==> config.mk <==
export PLATFORM = sky130hd
export DESIGN_NAME = phase_gen
export DESIGN_NICKNAME = d
export VERILOG_FILES = /design/src/rtl/phase_gen.sv
export SDC_FILE = /design/constraint.sdc
export NUM_CORES = 1
export LEC_CHECK = 0
export ABC_AREA = 1
export BUFFER_PORTS_ARGS = -buffer_cell sky130_fd_sc_hd__buf_2
export CAP_MARGIN = 5
export CORE_UTILIZATION = 55
export CTS_BUF_LIST = sky130_fd_sc_hd__clkbuf_4
export DETAILED_ROUTE_END_ITERATION = 7
export GPL_TIMING_DRIVEN = 0
export HOLD_SLACK_MARGIN = 0.02
export PLACE_DENSITY = 0.75
export SLEW_MARGIN = 20
export SYNTH_ARGS = -nofsm -noshare
export SYNTH_HDL_FRONTEND = slang
export SYNTH_SLANG_ARGS = --single-unit
==> constraint.sdc <==
create_clock -name CLOCK_50 -period 2.2 [get_ports CLOCK_50]
set_clock_uncertainty 0.15 [all_clocks]
set_input_delay 0.22 -clock CLOCK_50 [delete_from_list [all_inputs] [get_ports CLOCK_50]]
set_output_delay 0.22 -clock CLOCK_50 [all_outputs]
set_load 0.1 [all_outputs]
==> src/rtl/phase_gen.sv <==
// phase_gen: multi-channel square-wave phase generator.
// Each channel toggles its phase every act+1 cycles and emits one-cycle
// rise/fall strobes. Divisors are reloaded through shadow registers at the
// start of a period so no period is ever truncated. Channel 0 (CPU phase)
// can be halted low and single-stepped one full period at a time.
module phase_gen #(
    parameter int NCH   = 3,
    parameter int CNT_W = 8,
    // Channel i lives in bits [i*CNT_W +: CNT_W]: ch0 = 1, ch1 = 0, ch2 = 24.
    parameter logic [NCH*CNT_W-1:0] DEF_DIV = {8'd24, 8'd0, 8'd1}
) (
    input  logic                 CLOCK_50,
    input  logic                 res,
    input  logic [NCH*CNT_W-1:0] div_i,
    input  logic                 load,
    input  logic                 resync,
    input  logic                 halt_req,
    input  logic                 step,
    output logic [NCH-1:0]       phi,
    output logic [NCH-1:0]       rise_en,
    output logic [NCH-1:0]       fall_en,
    output logic                 halted
);

    typedef enum logic [1:0] {
        S_RUN     = 2'd0,
        S_HALTING = 2'd1,
        S_HALT    = 2'd2,
        S_STEP    = 2'd3
    } state_t;

    logic [NCH-1:0][CNT_W-1:0] r_cnt;
    logic [NCH-1:0][CNT_W-1:0] r_act;
    logic [NCH-1:0][CNT_W-1:0] r_sh;
    logic [NCH-1:0]            r_pend;
    logic [NCH-1:0]            r_phi;
    logic [NCH-1:0]            r_rise;
    logic [NCH-1:0]            r_fall;
    logic                      r_halted;
    state_t                    r_state;

    logic [NCH-1:0][CNT_W-1:0] w_div;
    logic [NCH-1:0]            w_tick;
    logic [NCH-1:0]            w_run;

    assign w_div = div_i;

    // Half-period terminal count per channel and channel-0 freeze qualifier.
    always_comb begin
        w_tick = '0;
        w_run  = '1;
        for (int i = 0; i < NCH; i++) begin
            w_tick[i] = (r_cnt[i] == r_act[i]);
        end
        // Channel 0 is frozen low in HALT, and also while HALTING with the
        // phase already low so no extra edge is produced on the way in.
        if (r_state == S_HALT) begin
            w_run[0] = 1'b0;
        end else if ((r_state == S_HALTING) && !r_phi[0]) begin
            w_run[0] = 1'b0;
        end else begin
            w_run[0] = 1'b1;
        end
    end

    // Per-channel counters, phases, strobes and divisor shadow/apply logic.
    always_ff @(posedge CLOCK_50 or negedge res) begin
        if (!res) begin
            r_cnt  <= '0;
            r_phi  <= '0;
            r_rise <= '0;
            r_fall <= '0;
            r_act  <= DEF_DIV;
            r_sh   <= DEF_DIV;
            r_pend <= '0;
        end else begin
            for (int i = 0; i < NCH; i++) begin
                if (resync) begin
                    // Realign: everything restarts low; pending divisors
                    // (including one loaded this very cycle) take effect now.
                    r_cnt[i]  <= '0;
                    r_phi[i]  <= 1'b0;
                    r_rise[i] <= 1'b0;
                    r_fall[i] <= 1'b0;
                    if (load) begin
                        r_act[i] <= w_div[i];
                    end else if (r_pend[i]) begin
                        r_act[i] <= r_sh[i];
                    end else begin
                        r_act[i] <= r_act[i];
                    end
                    r_pend[i] <= 1'b0;
                end else if (!w_run[i]) begin
                    r_cnt[i]  <= '0;
                    r_phi[i]  <= 1'b0;
                    r_rise[i] <= 1'b0;
                    r_fall[i] <= 1'b0;
                end else if (w_tick[i]) begin
                    r_cnt[i]  <= '0;
                    r_phi[i]  <= ~r_phi[i];
                    r_rise[i] <= ~r_phi[i];
                    r_fall[i] <= r_phi[i];
                    // New divisor only at the start of a period (0->1 edge).
                    if (!r_phi[i] && r_pend[i]) begin
                        r_act[i]  <= r_sh[i];
                        r_pend[i] <= 1'b0;
                    end
                end else begin
                    r_cnt[i]  <= r_cnt[i] + {{(CNT_W-1){1'b0}}, 1'b1};
                    r_rise[i] <= 1'b0;
                    r_fall[i] <= 1'b0;
                end
                // Capture overrides any clear above; only the last load wins.
                if (load) begin
                    r_sh[i] <= w_div[i];
                    if (!resync) begin
                        r_pend[i] <= 1'b1;
                    end
                end
            end
        end
    end

    // Channel-0 halt / single-step controller with registered halted flag.
    always_ff @(posedge CLOCK_50 or negedge res) begin
        if (!res) begin
            r_state  <= S_RUN;
            r_halted <= 1'b0;
        end else begin
            case (r_state)
                S_RUN: begin
                    r_halted <= 1'b0;
                    if (halt_req) begin
                        r_state <= S_HALTING;
                    end
                end
                S_HALTING: begin
                    // Stop on the natural falling edge, or at once if low.
                    if (!r_phi[0]) begin
                        r_state  <= S_HALT;
                        r_halted <= 1'b1;
                    end else if (w_tick[0] && !resync) begin
                        r_state  <= S_HALT;
                        r_halted <= 1'b1;
                    end else begin
                        r_halted <= 1'b0;
                    end
                end
                S_HALT: begin
                    if (!halt_req) begin
                        r_state  <= S_RUN;
                        r_halted <= 1'b0;
                    end else if (step) begin
                        r_state  <= S_STEP;
                        r_halted <= 1'b0;
                    end else begin
                        r_halted <= 1'b1;
                    end
                end
                S_STEP: begin
                    // One full period; finish on its falling edge.
                    if (r_phi[0] && w_tick[0] && !resync) begin
                        r_state  <= halt_req ? S_HALT : S_RUN;
                        r_halted <= halt_req;
                    end else begin
                        r_halted <= 1'b0;
                    end
                end
                default: begin
                    r_state  <= S_RUN;
                    r_halted <= 1'b0;
                end
            endcase
        end
    end

    assign phi     = r_phi;
    assign rise_en = r_rise;
    assign fall_en = r_fall;
    assign halted  = r_halted;

endmodule

**Word level (Yosys, flattened, before mapping)**

Cells that the tools add are included.

- Add/subtract/negate cells: 3
- Multiply operators: 0
- Divide/modulo/power cells: 0
- Order comparisons: 0
- Equal/unequal tests: 14
- Shift-type cells: 0
- Muxes and demuxes: 76
- Bitwise operators: 3
- Reduce and logical (&&, ||, !) cells: 23

Operators with widths:

| operator | number |
|---|---|
| $mux 8 | 23 |
| $mux 1 | 44 |
| $add 8x1->8 const B | 3 |
| $eq 8x8->1 | 3 |
| $mux 2 | 7 |
| $reduce_bool 2->1 | 7 |
| $ne 3x2->1 const B | 4 |
| $pmux 2 s4 | 1 |
| $reduce_and 4->1 | 2 |
| $logic_and 1x1->1 | 7 |
| $ne 3x3->1 const B | 2 |
| $reduce_and 3->1 | 2 |
| $eq 2x2->1 const B | 2 |
| $logic_not 1->1 | 4 |
| $ne 2x2->1 const B | 2 |
| $pmux 1 s4 | 1 |
| $not 1->1 | 3 |
| $eq 2x1->1 const B | 1 |
| $logic_not 2->1 | 1 |

- Flip-flop bits (word level): 87
- Bits in latches: 0
- RAM bits: 0
- Memory bits (read-only): 0
- Input bits: 30
- Memories kept: 0

**Longest topological paths before layout**

Gate-level depths: netlist of run 1.

- Depth after elaboration: 8
- Depth in mapped cells: 11
- Gate-level depth less buffers: 10

**Least setup slack after synthesis of run 1**

Ideal clock, no wire load.

- Path kind: register to register
- Start point: register r_phi[0] (netlist: phi[0])
- End point: register r_act[6] in the netlist's numbering
- Data arrival time: 1.996 ns
- Required time: 1.927 ns
- Setup slack: -0.070 ns
- Cell stages (with the launch flop): 9
- Path through: dfrtp_1 inv_1 a21oi_2 nand3_1 a21oi_2 nand2_2 buf_6 nand2_2 o21ai_2

- Longest elaborated chain between the ends: 6
- Elaborated cells on any way between the ends: 8
- Those cells by class: mux (2); reduce/logical (6)

Ends and longest elaborated chain:

| item | RTL line | RTL |
|---|---|---|
| from (decl) | 36 | `logic [NCH-1:0] r_phi;` |
| from (signal, indexed assignment) | 100 | `r_phi[i] <= ~r_phi[i];` |
| $logic_not 1->1 (*) | n/a |  |
| $logic_and 1x1->1 | 59 | `end else if ((r_state == S_HALTING) && !r_phi[0]) begin` |
| $mux 1 | 59 |  |
| $mux 1 | 57 | `if (r_state == S_HALT) begin` |
| $reduce_bool 2->1 (no source line) | n/a |  |
| $reduce_and 4->1 (no source line) (*) | n/a |  |
| to (signal, indexed assignment) | 86 | `r_act[i] <= w_div[i];` |
| to (signal, indexed assignment) | 88 | `r_act[i] <= r_sh[i];` |
| to (signal, indexed assignment) | 90 | `r_act[i] <= r_act[i];` |
| to (decl) | 33 | `logic [NCH-1:0][CNT_W-1:0] r_act;` |

Every way passes the cells marked *; elsewhere a longest branch is shown, timed or not.
A chain may end at the register's enable or synchronous reset.

**Worst setup path after layout of run 1**

- Start point: register r_act[19] in the netlist's numbering
- End point: register r_act[17] in the netlist's numbering

- Longest elaborated chain between the ends: 3

Ends and longest elaborated chain:

| item | RTL line | RTL |
|---|---|---|
| $eq 8x8->1 | 53 | `w_tick[i] = (r_cnt[i] == r_act[i]);` |
| $reduce_bool 2->1 (no source line) | n/a |  |
| $reduce_and 3->1 (no source line) | n/a |  |

No other way between the ends.

==> impl_metrics.py, run 1 <==
metrics = {
    "run_status": {
        "outcome": "complete, no violations",
    },
    "setup_path": {
        "crit_fanout": 10,
        "cpMaxStageDelayCell": "dfstp_2",
        "crit_path_start_kind": "register",
        "reg2reg_from": "r_act[19]$_DFFE_PN1P_",
        "worst_path_most_repeated_cell": "nand2_1",
        "regToRegEndpoint": "r_act[17]$_DFFE_PN0P_",
        "path_cells": "xnor2_1, nand2_1, nor2_1, nand2_1, o21ai_4, nand2_4, nand2_1, nand2_1",
        "critPathArrivalTime_ps": 1990,
        "cp-end-kind": "register",
        "r2r_cells": 8,
        "worstPathRequired_ps": 2370,
        "regToRegSetupSlack_ps": 380,
        "slowest_delay_ps": 570,
        "critPathKind": "reg2reg",
    },
    "hold_path": {
        "hp-class": "in2async",
    },
    "final_layout": {
        "fin_util_pct": 67.81,
        "regArea_mm2": 0.002186,
        "fillers": 625,
        "fin_nets": 627,
        "drive_gt1_share_pct": 14.19,
        "diodes": 0,
        "final_cells": 698,
        "area_growth_pct": 17.85,
        "multi_input_area_mm2": 0.001712,
    },
    "routing": {
        "wl_per_cell_um": 12.52,
        "wirelength_um": 8737,
        "drt_iter0_drc": 244,
        "dr.pass1.iters": 5,
        "vias": 3480,
        "viasPerCell": 4.986,
        "antenna_left": 0,
        "drc": 0,
    },
    "clock_tree": {
        "clk-insertion-delay-late_ps": 430,
        "h-tree-depth": 3,
        "post_cts_resized": 0,
        "clock_path_buffers": 2,
        "numCtsBuffers": 9,
        "cts_tree": "yes",
        "ctsRootBufferMaster": "clkbuf_4",
        "numClockSinks": 87,
        "post_cts_buffers": 0,
        "path_clk_slew_ps": 140,
    },
    "timing": {
        "worst_slew_margin_rel_pct": 63.47,
        "min_period_ps": 1818,
        "rsz0062_at_grt": "no",
        "max_slew.worst_pin.slew_ps": 547.9,
        "setup_violations": 0,
        "min_period_over_period_pct": 82.64,
        "max_freq_mhz": 550.0,
        "drv_slew": 0,
        "hold_viol_final": 0,
    },
    "power_and_ir_drop": {
        "ir_drop_mv": 0.5156,
        "cellPowerDensity_mw_per_mm2": 812.0,
        "leakagePower_uw": 0.002566,
    },
    "grt": {
        "overflow": 0,
        "grt_first_pass_wirelength_um": 15280,
        "antenna_found_initial": 0,
        "grt_max_degree": 48,
        "grtUsageTotal_pct": 23.59,
        "grt_pass1_vias": 3506,
    },
    "floorplanning": {
        "dieWidth_um": 89.81,
        "fp.dieH_um": 89.81,
        "initial_core_util_pct": 57.54,
        "rows": 31,
        "dieArea_mm2": 0.008065,
        "ios": 40,
        "core_area_mm2": 0.007370,
    },
    "synthesis": {
        "synth_area_mm2": 0.004240,
        "synth_area_per_cell_um2": 8.218,
        "yosys_warnings": 0,
        "ys_seq_area_share_pct": 51.52,
        "ys_ff_latch": 87,
        "syn-instance-count": 516,
        "syn-num-nets": 549,
        "synth.distinct_cells": 30,
    },
    "placed_design": {
        "portBuffers": 38,
        "gp_congestion": 0.8183,
        "dpl.hpwl_um": 6169,
        "dpl.cell_count": 654,
    },
    "flow_run": {
        "cap_violations": 0,
    },
}
-- Yosys cell counts --
master	instances	share of area (%)
clkbuf_1	9	0.80
a32oi_1	1	0.21
a21oi_1	4	0.47
inv_2	1	0.088
dfstp_2	6	3.7
nand3_1	30	3.5
nor4_1	1	0.15
buf_2	2	0.24
nor3b_1	2	0.35
xor2_1	5	1.0
inv_1	74	6.6
buf_4	1	0.18
o21ai_0	53	6.3
xnor2_1	22	4.5
nor2_1	36	3.2
o21ai_4	2	0.77
buf_6	1	0.27
nor3_1	11	1.3
ha_1	3	0.89
nand2_4	2	0.53
nor2_2	2	0.30
a21oi_2	2	0.41
o22ai_1	1	0.15
and3_1	2	0.30
nand2_1	143	13
nand2_2	5	0.74
o211ai_1	2	0.35
nand4_1	4	0.59
dfrtp_1	81	48
o21ai_2	8	1.7
-- stage by stage --
step	power (uW)	hold WS [ps]	TNS (ps)	setup WS [ps]	instance area, um2
final	4058	140.5	0	381.9	4997
after global routing	4315	181.5	0	242.9	4997
after CTS	4082	147.0	0	380.8	4997
after detailed placement	3162	94.57	0	420.1	4586
after global placement	3100	291.0	-132.0	-132.0	4556
after floorplan	2879	-225.6	0	266.5	4242
-- registers in the layout (all words and copies together), names as in the netlist --
register / cells
r_cnt: 24
r_sh: 24
r_state: 2
phi: 3
r_act: 24
halted: 1
rise_en: 3
r_pend: 3
fall_en: 3
-- worst max-delay path, delay by kind of cell, from the launching register on --
family          cells  cell delay, ps
xor+xnor            1             110
flops               1             570
compound gates      1             310
simple gates        6             590
-- logic make-up after synthesis --
logic type	share of synthesized area, %
flops	51.52
fa+ha+maj	0.8853
buf+inv	8.114
xor+xnor	5.577
simple gates	23.63
compound gates	10.27
-- what timing repair did --
| action | 4_1_cts | 5_1_grt |
|---|---|---|
| endpoints found under the hold margin | 87 | 0 |
| setup endpoints to repair | 0 | 0 |
| hold buffers | 28 | 0 |
-- placed cells by master, fill, tap and decap left out, types with 2 or more instances in the layout --
cell,n
nand2_1,143
dfrtp_1,80
inv_1,74
o21ai_0,53
buf_2,39
nor2_1,36
nand3_1,30
dlygate4sd3_1,28
xnor2_1,22
nor3_1,11
clkbuf_1,9
clkbuf_4,9
o21ai_2,8
dfstp_2,6
xor2_1,5
nand2_2,5
nand4_1,4
a21oi_1,4
ha_1,3
clkinv_1,3
buf_4,2
nor3b_1,2
nor2_2,2
a21oi_2,2
o211ai_1,2
o21ai_4,2
and3_1,2
nand2_4,2
clkinv_4,2
-- routing by layer --
metal  vias up  track usage [%]  wire (um)
li1       1769                -          -
met1      1620            29.33       3950
met2        73            40.96       4280
met3        18            3.299        290
met4         0            10.52        216
met5         -                0          0
-- how the worst max path moves through the flow --
| stage | depth (start not counted) | end | startpoint | slack [ps] |
|---|---|---|---|---|
| 3_3_place_gp | 1 | phi[0]$_DFFE_PN0P_ | res | -130 |
| 3_5_place_dp | 8 | r_act[17]$_DFFE_PN0P_ | r_act[19]$_DFFE_PN1P_ | 420 |
| 6_report | 8 | r_act[17]$_DFFE_PN0P_ | r_act[19]$_DFFE_PN1P_ | 380 |
| 2_1_floorplan | 8 | r_act[6]$_DFFE_PN0P_ | phi[0]$_DFFE_PN0P_ | 270 |
| 5_1_grt | 9 | r_act[5]$_DFFE_PN0P_ | r_cnt[6]$_DFF_PN0_ | 240 |
| 4_1_cts | 8 | r_act[17]$_DFFE_PN0P_ | r_act[19]$_DFFE_PN1P_ | 380 |
-- power breakdown --
group / switching [uW] / total [uW] / internal (uW)
Clock: 546 / 884 / 338
Sequential: 189 / 2030 / 1840
Combinational: 729 / 1140 / 412
Total: 1460 / 4060 / 2590
-- layout make-up --
| cell class | instances | area share, % |
|---|---|---|
| clock inverter | 7 | 1.277 |
| buffer | 13 | 1.252 |
| sequential | 87 | 43.74 |
| timing repair buffer | 67 | 10.02 |
| multi-input combinational | 341 | 34.25 |
| clock buffer | 9 | 1.352 |
| inverter | 75 | 5.633 |
| tap | 99 | 2.479 |
Note: power is estimated with default switching activity, not from simulation.
==> inputs of run 2 (changes only) <==
- ABC_AREA: 1 -> 0
- PLACE_DENSITY: 0.75 -> 0.78
- clock period: 2.2 -> 1.56 ns (I/O delays scaled with it)
==> impl_metrics.py, run 2 <==
metrics = {
    "clock_tree": {
        "numClockSinks": 87,
        "clock_path_buffers": 2,
        "ctsRootBufferMaster": "clkbuf_4",
        "numCtsBuffers": 9,
        "cts_tree": "yes",
        "h-tree-depth": 3,
        "path_clk_slew_ps": 150,
        "clk-insertion-delay-late_ps": 450,
    },
    "timing": {
        "setup-tns-final_ps": -12770,
        "min_period_over_period_pct": 123.9,
        "rsz0062_at_grt": "yes",
        "setup_violations": 63,
        "max_freq_mhz": 517.5,
        "setup_ws_ps": -372.3,
        "max_slew.worst_pin.slew_ps": 815.4,
        "min_period_ps": 1932,
        "hold_viol_final": 0,
        "worst_slew_margin_rel_pct": 45.64,
        "hold_ws_ps": 54.18,
        "drv_slew": 0,
    },
    "setup_path": {
        "regToRegSetupSlack_ps": -370,
        "reg2reg_from": "r_state[1]$_DFFE_PN0P_",
        "crit_fanout": 8,
        "regToRegEndpoint": "r_act[3]$_DFFE_PN0P_",
        "crit_path_start_kind": "register",
        "cp-end-kind": "register",
        "critPathArrivalTime_ps": 2090,
        "r2r_cells": 6,
        "critPathKind": "reg2reg",
        "worstPathRequired_ps": 1720,
    },
    "synthesis": {
        "syn-num-nets": 421,
        "yosys.area.top_type": "dfrtp_1",
        "syn-instance-count": 388,
        "synth.distinct_cells": 44,
        "ys_ff_latch": 87,
        "ys_seq_area_share_pct": 53.04,
        "synthFlopType": "dfrtp_1",
        "async_flop_share_pct": 100.0,
        "yosys_warnings": 0,
        "yosys-top-cells-count": "dfrtp_1, nor2_1, o21ai_0, xnor2_1, inv_1",
        "synth_area_mm2": 0.004119,
        "synth_edf_count": 0,
        "yosysMostFrequentCell": "dfrtp_1",
        "synth_top_area_share_pct": 49.21,
        "synth_area_per_cell_um2": 10.62,
        "synthTopCellsByArea": "dfrtp_1, xnor2_1, nor2_1",
    },
    "floorplanning": {
        "ios": 40,
        "core_area_mm2": 0.007253,
        "fp.dieH_um": 88.54,
        "dieArea_mm2": 0.007839,
        "rows": 31,
        "dieWidth_um": 88.54,
        "initial_core_util_pct": 56.79,
    },
    "placed_design": {
        "dpl.hpwl_um": 5993,
        "portBuffers": 37,
        "dpl.cell_count": 525,
        "gp_congestion": 0.7893,
        "dpl_cell_area_mm2": 0.004549,
    },
    "run_status": {
        "failed_checks": "negative setup slack",
        "outcome": "finished, violations left",
    },
    "final_layout": {
        "final_cells": 616,
        "reg_top3": "r_act x24, r_cnt x24, r_sh x24",
        "fin_nets": 545,
        "fillers": 469,
        "diodes": 0,
        "multi_input_area_mm2": 0.002047,
        "drive_gt1_share_pct": 33.46,
        "layout_commonest_cell": "dfrtp_1",
        "regArea_mm2": 0.002200,
        "final_area_mm2": 0.005604,
        "final_cell_mix": "dfrtp_1, nor2_1, buf_4",
        "area_growth_pct": 36.06,
        "fin_util_pct": 77.26,
    },
    "hold_path": {
        "hp-class": "in2async",
    },
    "routing": {
        "wl_per_cell_um": 17.12,
        "antenna_left": 0,
        "wirelength_um": 10540,
        "drt_iter0_drc": 222,
        "dr.pass1.iters": 5,
        "wl_met1_um": 4387,
        "route.met3.wl_um": 424,
        "viasPerCell": 5.742,
        "wl_met2_um": 5511,
        "drc": 0,
        "vias": 3537,
        "highest_layer": "met4",
    },
    "grt": {
        "grt_max_degree": 51,
        "grt_first_pass_wirelength_um": 16300,
        "grt_pass1_vias": 3412,
        "antenna_found_initial": 0,
        "grtUsageTotal_pct": 27.65,
        "overflow": 0,
    },
    "flow_run": {
        "cap_violations": 0,
    },
    "power_and_ir_drop": {
        "ir_drop_mv": 0.4427,
        "leakagePower_uw": 0.002430,
        "p_sw_uw": 1741,
        "p_sw_share_pct": 32.20,
        "pwr-share-seq_pct": 50.2,
        "comb_power_share_pct": 29.3,
        "p_int_uw": 3667,
        "p_clk_share_pct": 20.5,
        "cellPowerDensity_mw_per_mm2": 964.9,
    },
}
-- run 2: cell types whose count changed after synthesis, moves of 13 or more --
cell,previous run,this run
nand2_1,143,17
inv_1,74,25
o21ai_0,53,29
nand3_1,30,13
a31oi_1,0,16
o32a_1,0,16
nor2_1,36,49
-- run 2: cell families after synthesis --
family | share of synthesized area [%]
and+or+nand+nor | 14.85
AOI/OAI and AO/OA | 16.16
buffers and inverters | 3.918
xor gates and xnor gates | 8.931
muxes | 2.187
DFF | 53.04
adders and majority gates | 0.9114
-- run 2: layer usage --
metal | GRT usage (%) | vias up
li1 | - | 1626
met1 | 35.35 | 1775
met2 | 47.41 | 113
met3 | 5.410 | 23
met4 | 9.091 | 0
met5 | 0 | -
-- run 2: timing repair --
item / CTS / global route
hold buffers: 28 / 0
buffers inserted: 25 / 23
endpoints found under the setup margin: 65 / 70
resized for setup: 34 / 38
pin swaps: 32 / 24
hold endpoints to repair: 127 / 0
-- run 2: how the worst max path moves through the flow --
stage / start / to / slack (ps) / cells past startpoint
6_report: r_state[1]$_DFFE_PN0P_ / r_act[3]$_DFFE_PN0P_ / -370 / 6
5_1_grt: r_act[2]$_DFFE_PN0P_ / fall_en[0]$_DFF_PN0_ / -390 / 5
3_3_place_gp: res / phi[0]$_DFFE_PN0P_ / -790 / 1
2_1_floorplan: phi[0]$_DFFE_PN0P_ / r_act[0]$_DFFE_PN1P_ / -310 / 3
3_5_place_dp: load / r_act[12]$_DFFE_PN0P_ / -520 / 6
4_1_cts: r_state[1]$_DFFE_PN0P_ / r_act[3]$_DFFE_PN0P_ / -390 / 5
-- run 2: worst max-delay path: stages, from the launching register on --
cell	delay, ps
dfrtp_1	440
nand2b_4	160
or3b_4	420
buf_12	150
o31ai_4	270
buf_12	170
a2bb2oi_2	50
-- run 2: per-stage QoR --
stage	worst slack [ps]	power (uW)
final	-372.3	5407
after floorplan	-310.9	3529
after detailed placement	-519.1	3823
after CTS	-387.3	5234
after global routing	-387.3	5655
after global placement	-792.0	3762
-- run 2: power groups by stage --
stage,registers [uW],clock network [uW],logic (uW)
floorplan,2770,0,763
global placement,2710,0,1050
detailed placement,2730,0,1090
CTS,2690,1110,1430
global route,2730,1220,1700
finish,2710,1110,1590
-- run 2: cell type report --
class                      instances  area share (%)
buffer                            15           1.005
multi-input combinational        259           36.53
inverter                          26           1.741
clock inverter                     5          0.4689
timing repair buffer             114           17.33
clock buffer                      11           1.474
tap                               99           2.210
sequential                        87           39.25
==> inputs of run 3 (changes only) <==
- GPL_TIMING_DRIVEN: 0 -> default
==> impl_metrics.py, run 3 (same netlist as run 2, synthesis figures left out) <==
metrics = {
    "floorplanning": {
        "rows": 31,
        "ios": 40,
        "initial_core_util_pct": 56.79,
        "dieArea_mm2": 0.007839,
        "dieWidth_um": 88.54,
        "fp.dieH_um": 88.54,
        "core_area_mm2": 0.007253,
    },
    "clock_tree": {
        "clock_path_buffers": 2,
        "cts_tree": "yes",
        "clk-insertion-delay-late_ps": 460,
        "ctsRootBufferMaster": "clkbuf_4",
        "h-tree-depth": 3,
        "path_clk_slew_ps": 140,
        "numCtsBuffers": 9,
        "numClockSinks": 87,
    },
    "run_status": {
        "outcome": "finished, violations left",
        "failed_checks": "negative setup slack",
    },
    "timing": {
        "hold_viol_final": 0,
        "worst_slew_margin_rel_pct": 57.59,
        "drv_slew": 0,
        "min_period_ps": 1901,
        "rsz0062_at_grt": "yes",
        "min_period_over_period_pct": 121.9,
        "max_freq_mhz": 525.9,
        "max_slew.worst_pin.slew_ps": 633.7,
        "setup_ws_ps": -341.5,
        "setup_violations": 62,
    },
    "flow_run": {
        "cap_violations": 0,
    },
    "setup_path": {
        "slowest_delay_ps": 590,
        "critPathKind": "reg2reg",
        "crit_fanout": 8,
        "worstPathRequired_ps": 1780,
        "crit_path_start_kind": "register",
        "critPathArrivalTime_ps": 2120,
        "path_cells": "xnor2_2, nand4_4, o41ai_4, buf_6, a2bb2oi_2",
        "cpMaxStageDelayCell": "dfstp_2",
        "r2r_cells": 5,
        "reg2reg_from": "r_act[0]$_DFFE_PN1P_",
        "regToRegEndpoint": "r_act[2]$_DFFE_PN0P_",
        "cp-end-kind": "register",
        "regToRegSetupSlack_ps": -340,
    },
    "routing": {
        "vias": 3806,
        "wirelength_um": 12570,
        "antenna_left": 0,
        "wl_per_cell_um": 19.46,
        "drc": 0,
        "drt_iter0_drc": 296,
        "viasPerCell": 5.892,
        "dr.pass1.iters": 5,
    },
    "final_layout": {
        "reg_top3": "r_act x24, r_cnt x24, r_sh x24",
        "fin_util_pct": 82.91,
        "fillers": 371,
        "diodes": 0,
        "final_cell_mix": "dfrtp_1, buf_4, buf_2",
        "area_growth_pct": 45.99,
        "fin_nets": 575,
        "layout_commonest_cell": "dfrtp_1",
        "drive_gt1_share_pct": 40.40,
        "final_cells": 646,
    },
    "hold_path": {
        "hp-class": "in2async",
    },
    "grt": {
        "antenna_found_initial": 0,
        "grt_pass1_vias": 3717,
        "overflow": 0,
        "grt_max_degree": 37,
        "grtUsageTotal_pct": 30.64,
        "grt_first_pass_wirelength_um": 17810,
    },
    "power_and_ir_drop": {
        "cellPowerDensity_mw_per_mm2": 958.9,
        "leakagePower_uw": 0.002652,
        "ir_drop_mv": 0.7150,
    },
    "placed_design": {
        "pre_cts_ws_ps": -254.0,
        "portBuffers": 39,
        "dpl.cell_count": 583,
        "dpl.hpwl_um": 6580,
        "gp_congestion": 0.7933,
    },
}
==> run 3: power by group <==
group          leakage, uW  switching [uW]  internal, uW
combinational      0.00152             906           877
clock            0.0000708             812           476
sequential         0.00106             201          2490
==> run 3: cell type report <==
class	instances	area [um2]	area share [%]
sequential	87	2191	36.43
tap	99	123.9	2.060
clock inverter	7	63.81	1.061
clock buffer	9	67.56	1.124
inverter	26	97.59	1.623
multi-input combinational	259	2152	35.79
timing repair buffer	159	1318	21.91
==> run 3: worst max path at each step <==
stage                               from              endpoint  slack, ps  cells past startpoint
floorplan             phi[0]$_DFFE_PN0P_  r_act[0]$_DFFE_PN1P_       -310                      3
global placement    r_act[0]$_DFFE_PN1P_  r_act[0]$_DFFE_PN1P_       -190                      5
detailed placement  r_act[0]$_DFFE_PN1P_  r_act[7]$_DFFE_PN0P_       -250                      5
CTS                 r_act[0]$_DFFE_PN1P_  r_act[2]$_DFFE_PN0P_       -240                      5
global route        r_act[0]$_DFFE_PN1P_  r_act[2]$_DFFE_PN0P_       -360                      5
finish              r_act[0]$_DFFE_PN1P_  r_act[2]$_DFFE_PN0P_       -340                      5
==> run 3: worst max-delay path: cells and delay by family (launching register included) <==
family | cells | cell delay [ps]
XOR/XNOR | 1 | 140
flip-flops | 1 | 590
buffers and inverters | 1 | 210
AO/OA/AOI/OAI | 2 | 550
AND/OR/NAND/NOR | 1 | 190
==> run 3: stage by stage <==
| step | instance area (um2) | total power (uW) | TNS [ps] | hold WS, ps |
|---|---|---|---|---|
| final | 6013 | 5766 | -14210 | 29.91 |
| after global routing | 6013 | 5991 | -17070 | 73.72 |
| after CTS | 5736 | 5523 | -9496 | 52.53 |
| after detailed placement | 5054 | 4118 | -8996 | -13.27 |
| after global placement | 5054 | 4046 | -7260 | -24.91 |
| after floorplan | 4210 | 3529 | -4995 | -289.6 |
==> run 3: per-layer routing <==
layer	routed length, um	global-route usage (%)
met1	4913	38.07
met2	6606	53.50
met3	654	4.851
met5	0	0
met4	399	12.46
==> run 3: what timing repair did <==
| action | 4_1_cts | 5_1_grt |
|---|---|---|
| setup buffers | 5 | 10 |
| gates resized for setup | 50 | 41 |
| pin swaps | 29 | 14 |
| hold buffers | 32 | 0 |
| endpoints found under the setup margin | 65 | 69 |
| hold endpoints to repair | 133 | 0 |
